==> src/rtl/maquina_preparo.sv <==
// maquina_preparo: drink preparation controller that watches the selector, runs timed
// recipe phases over the valves and reports completion or error back to the selector.
module maquina_preparo #(
  parameter int TIMEOUT_CICLOS = 50,
  parameter int T_AGUA         = 8,
  parameter int T_PO           = 4,
  parameter int T_LEITE        = 6,
  parameter int T_ENTREGA      = 3
) (
  input  logic       CLK,
  input  logic       RST,
  input  logic [1:0] STATUS,
  input  logic [3:0] BEBIDA,
  output logic       TIMER,
  output logic       AGUA,
  output logic       CAFE,
  output logic       CHA,
  output logic       LEITE,
  output logic       OCUPADO,
  output logic       PRONTO,
  output logic       ERRO,
  output logic [2:0] FASE
);
  typedef enum logic [2:0] {
    OCIOSO, CONTAGEM, FASE_AGUA, FASE_PO, FASE_LEITE, ENTREGA, FIM, S_ERRO
  } estado_t;

  function automatic logic [15:0] dur(input int t);
    return (t < 1) ? 16'd1 : 16'(t);
  endfunction

  localparam logic [15:0] D_AGUA   = dur(T_AGUA);
  localparam logic [15:0] D_PO     = dur(T_PO);
  localparam logic [15:0] D_LEITE  = dur(T_LEITE);
  localparam logic [15:0] D_LEITE2 = dur(2 * T_LEITE);
  localparam logic [15:0] D_ENT    = dur(T_ENTREGA);
  localparam logic [15:0] TMAX     = 16'(TIMEOUT_CICLOS - 1);

  estado_t     st_q, st_d;
  logic [15:0] cnt_q, cnt_d, inat_q, inat_d;
  logic [3:0]  beb_q, beb_d, prev_q;
  logic        timer_q, timer_d, pronto_q, pronto_d;
  logic        expira, leite;

  assign expira = cnt_q <= 16'd1;
  assign leite  = (beb_q == 4'd2) || (beb_q == 4'd4);

  always_comb begin
    st_d     = st_q;
    cnt_d    = cnt_q;
    inat_d   = inat_q;
    beb_d    = beb_q;
    timer_d  = 1'b0;
    pronto_d = 1'b0;
    case (st_q)
      OCIOSO: begin
        st_d   = (STATUS == 2'b01) ? CONTAGEM : STATUS[1] ? S_ERRO : OCIOSO;
        inat_d = '0;
      end
      CONTAGEM: begin
        // any change of the drink code counts as user activity
        inat_d  = (BEBIDA != prev_q) ? '0 : (inat_q >= TMAX) ? TMAX : inat_q + 16'd1;
        beb_d   = (STATUS == 2'b11) ? BEBIDA : beb_q;
        st_d    = (STATUS == 2'b11) ? ((BEBIDA inside {[4'd1:4'd4]}) ? FASE_AGUA : S_ERRO) :
                  (STATUS == 2'b10) ? S_ERRO : (STATUS == 2'b00) ? OCIOSO : CONTAGEM;
        cnt_d   = D_AGUA;
        timer_d = (st_d == CONTAGEM) && (timer_q || inat_d == TMAX);
      end
      FASE_AGUA: begin
        st_d  = expira ? FASE_PO : FASE_AGUA;
        cnt_d = expira ? D_PO : cnt_q - 16'd1;
      end
      FASE_PO: begin
        st_d  = expira ? (leite ? FASE_LEITE : ENTREGA) : FASE_PO;
        cnt_d = expira ? ((beb_q == 4'd4) ? D_LEITE2 : leite ? D_LEITE : D_ENT) : cnt_q - 16'd1;
      end
      FASE_LEITE: begin
        st_d  = expira ? ENTREGA : FASE_LEITE;
        cnt_d = expira ? D_ENT : cnt_q - 16'd1;
      end
      ENTREGA: begin
        st_d     = expira ? FIM : ENTREGA;
        cnt_d    = expira ? cnt_q : cnt_q - 16'd1;
        pronto_d = expira;
      end
      default: st_d = (STATUS == 2'b00) ? OCIOSO : st_q;
    endcase
  end

  always_ff @(posedge CLK or posedge RST) begin
    if (RST) begin
      st_q     <= OCIOSO;
      cnt_q    <= '0;
      inat_q   <= '0;
      beb_q    <= '0;
      prev_q   <= '0;
      timer_q  <= 1'b0;
      pronto_q <= 1'b0;
    end else begin
      st_q     <= st_d;
      cnt_q    <= cnt_d;
      inat_q   <= inat_d;
      beb_q    <= beb_d;
      prev_q   <= BEBIDA;
      timer_q  <= timer_d;
      pronto_q <= pronto_d;
    end
  end

  assign TIMER   = timer_q;
  assign PRONTO  = pronto_q;
  assign AGUA    = st_q == FASE_AGUA;
  assign CAFE    = (st_q == FASE_PO) && (beb_q != 4'd3);
  assign CHA     = (st_q == FASE_PO) && (beb_q == 4'd3);
  assign LEITE   = st_q == FASE_LEITE;
  assign OCUPADO = st_q inside {FASE_AGUA, FASE_PO, FASE_LEITE, ENTREGA, FIM};
  assign ERRO    = st_q == S_ERRO;
  assign FASE    = st_q;
endmodule
==> config.mk <==
export PLATFORM = sky130hd
export DESIGN_NAME = maquina_preparo
export DESIGN_NICKNAME = d
export VERILOG_FILES = /design/src/rtl/maquina_preparo.sv
export SDC_FILE = /design/constraint.sdc
export NUM_CORES = 1
export LEC_CHECK = 0
export CAP_MARGIN = 20
export CELL_PAD_IN_SITES_DETAIL_PLACEMENT = 1
export CELL_PAD_IN_SITES_GLOBAL_PLACEMENT = 1
export CORE_MARGIN = 2
export CORE_UTILIZATION = 40
export DETAILED_ROUTE_END_ITERATION = 16
export HOLD_SLACK_MARGIN = 0.08
export PLACE_DENSITY_LB_ADDON = 0.15
export SETUP_SLACK_MARGIN = 0.3
export SLEW_MARGIN = 0
export SYNTH_ARGS = -nofsm -noshare
export SYNTH_HDL_FRONTEND = slang
export SYNTH_SLANG_ARGS = --single-unit
==> constraint.sdc <==
create_clock -name CLK -period 4.5 [get_ports CLK]
set_input_delay 0.9 -clock CLK [delete_from_list [all_inputs] [get_ports CLK]]
set_output_delay 0.9 -clock CLK [all_outputs]
set_load 0.02 [all_outputs]
==> flow_metrics.py <==
metrics = {
    "global_route": {
        "grt_pass1_vias": 2179,
        "grt_remaining_overflow": 0,
        "grt_usage_pct": 18.7,
        "antenna_found_initial": 0,
        "grt_max_degree": 46,
        "grt_first_pass_wirelength_mm": 10.9,
    },
    "finish": {
        "utilization_pct": 46.4,
        "antenna_cells": 0,
        "multi_input_area_um2": 1430,
        "nets": 316,
        "area_growth_pct": 11.3,
        "stdcell_count": 376,
        "drive_gt1_share_pct": 8.03,
        "n_fill_cell": 744,
        "regArea_um2": 1130,
    },
    "setup_path": {
        "r2r-start": "FASE[2]",
        "path_class": "reg -> out",
        "critPathLaunchType": "register",
        "critPathArrivalTime_ps": 2560,
        "worstPathRequired_ps": 3600,
        "cp_max_fo": 35,
        "r2r_cells": 5,
        "r2r-end": "cnt_q[14]",
        "endpoint_kind": "output port",
        "r2r_slack_ps": 1820,
    },
    "sta": {
        "setup_tns_ps": 0,
        "period_needed_ps": 3460,
        "worstMarginPinSlew_ps": 993,
        "fin_crit_sh_pct": 76.9,
        "fmax_mhz": 289,
        "hold_viol": 0,
        "finalSetupViolations": 0,
        "rsz0062_at_grt": "no",
        "setup_ws_ps": 1040,
        "slew_headroom_pct": 33.8,
        "drv_slew": 0,
        "fin_skew_ps": 4.05,
    },
    "pwr": {
        "ir_drop_v": 0.000314,
        "power_leakage_nw": 1.26,
        "p_per_area_nw_per_um2": 608,
    },
    "floorplan": {
        "die_w_um": 85.8,
        "die_area_um2": 7360,
        "start_util_pct": 41.7,
        "fp-row-count": 29,
        "die_y_um": 85.8,
        "core_um2": 6420,
        "pin_count": 19,
    },
    "yosys": {
        "ys.flop_type": "dfrtp_1",
        "syn_area_um2": 2680,
        "yosys_warnings": 0,
        "syn_nets": 303,
        "syn_area_per_cell_um2": 9.39,
        "syn_inst": 285,
        "synthTopCellsByCount": "dfrtp_1, nor2_1, nand2_1, a21oi_1, and2_1",
        "synth_top_area_share_pct": 42.1,
        "synth-async-reset-ratio_pct": 100,
        "seq_area_frac_synth_pct": 42.1,
        "synthTopCellsByArea": "dfrtp_1, ha_1, nor2_1",
        "synth_top_area_cell": "dfrtp_1",
        "synth_cell_type_count": 59,
        "synth_most_common_cell": "dfrtp_1",
        "synth_seq_cells": 45,
        "synth_edf_count": 0,
    },
    "clock_network": {
        "cts_setup_buffers": 0,
        "post_cts_resized": 0,
        "cts_tree": "done",
        "htree_levels": 2,
        "cts_hold_buf": 0,
        "clockRootBuffer": "clkbuf_8",
        "cts_buffer_depth": 2,
        "cts_buffers": 5,
        "cts.sinks": 45,
        "clk_latency_ps": 300,
        "clkTransAtPathRegs_ps": 90,
    },
    "placed_design": {
        "dp_cells": 368,
        "dpl.hpwl_mm": 4.52,
        "preCtsSetupSlack_ps": 1420,
        "port-buffer-count": 18,
        "gp_congestion": 0.817,
    },
    "drt": {
        "routed_wl_mm": 6.26,
        "firstDrtPassIters": 4,
        "drt_iter0_drc": 109,
        "drc": 0,
        "viasPerCell": 5.72,
        "wire_per_inst_um": 16.6,
        "via_count": 2151,
        "final_antenna_net_count": 0,
    },
    "worst_hold_path": {
        "hold_depth": 1,
        "min_from": "inat_q[7]",
        "whs_endpoint": "inat_q[7]",
        "hold_class": "reg -> reg",
    },
    "job": {
        "maxCapViolCount": 0,
    },
    "outcome": {
        "status": "complete, no violations",
    },
}
==> stage by stage <==
stage	hold slack, ps	cell area [µm²]	total power, W
after floorplan	454	2680	0.00130
after global placement	471	2890	0.00155
after detailed placement	473	2890	0.00156
after CTS	499	2980	0.00183
after global routing	516	2980	0.00197
final	492	2980	0.00181
==> placed cells by master (no fill, tap or decap), types with 3 or more instances in the layout <==
| master | count |
|---|---|
| dfrtp_1 | 45 |
| clkdlybuf4s50_1 | 18 |
| a211oi_1 | 3 |
| or4_1 | 3 |
| nor4_1 | 7 |
| nand2b_1 | 5 |
| nand3_1 | 10 |
| nor4b_1 | 3 |
| xor2_1 | 3 |
| o221ai_1 | 4 |
| xnor2_1 | 12 |
| o21ai_0 | 11 |
| and2_1 | 13 |
| a31oi_1 | 4 |
| a21oi_1 | 14 |
| nor3_1 | 10 |
| clkbuf_8 | 5 |
| nor2_1 | 28 |
| mux2_2 | 4 |
| and3_1 | 5 |
| inv_1 | 10 |
| ha_1 | 10 |
| nand2_1 | 21 |
==> registers in the layout (all words and copies together) (netlist names) <==
signal,count
FASE,3
PRONTO,1
TIMER,1
beb_q,4
cnt_q,16
inat_q,16
prev_q,4
==> power breakdown <==
group	switching, W	total (W)	internal (W)	leakage, nW
registers	0.000189	0.000687	0.000498	0.590
logic	0.000498	0.000867	0.000369	0.626
clock network	0.000147	0.000258	0.000110	0.0445
total	0.000834	0.00181	0.000978	1.26
==> layer usage <==
layer | share of wire (%) | vias to the layer above | global-route usage [%]
met5 | 0 | - | 0
met4 | 1.4 | 0 | 5.77
met3 | 2.5 | 8 | 3.37
met2 | 45 | 28 | 29.7
met1 | 51 | 1060 | 26.0
li1 | - | 1055 | -
==> area by class of cell <==
cell class / count / area share (%)
Multi-Input combinational cell: 215 / 48.0
Inverter: 11 / 1.39
Clock buffer: 5 / 2.31
Clock inverter: 3 / 0.714
Sequential cell: 45 / 37.8
Timing Repair Buffer: 20 / 6.55
Tap cell: 77 / 3.24
==> worst max-delay path by stage <==
stage / start / to / slack, ps / depth (start not counted)
5_1_grt: FASE[2] / CHA / 900 / 4
4_1_cts: FASE[2] / CHA / 1060 / 4
3_3_place_gp: FASE[2] / CHA / 1470 / 4
3_5_place_dp: FASE[2] / CHA / 1420 / 4
2_1_floorplan: FASE[2] / CHA / 1920 / 4
6_report: FASE[2] / CHA / 1040 / 4
==> critical path, cell delays in order (launching register included) <==
cell,delay (ps)
dfrtp_1,760
nor2_1,460
nand2_1,140
nor4_1,230
clkdlybuf4s50_1,660
==> kinds of logic (layout without fill, tap and decap cells) <==
logic type | after synthesis | in the layout | share of synthesized area (%)
and+or+nand+nor | 123 | 123 | 26.0
AOI/OAI and AO/OA | 61 | 61 | 15.3
DFF | 45 | 45 | 42.1
buffers and inverters | 25 | 39 | 4.53
xor gates and xnor gates | 15 | 15 | 4.91
adders and majority gates | 10 | 10 | 4.68
muxes | 6 | 6 | 2.43
Note: power is estimated with default switching activity, not from simulation.
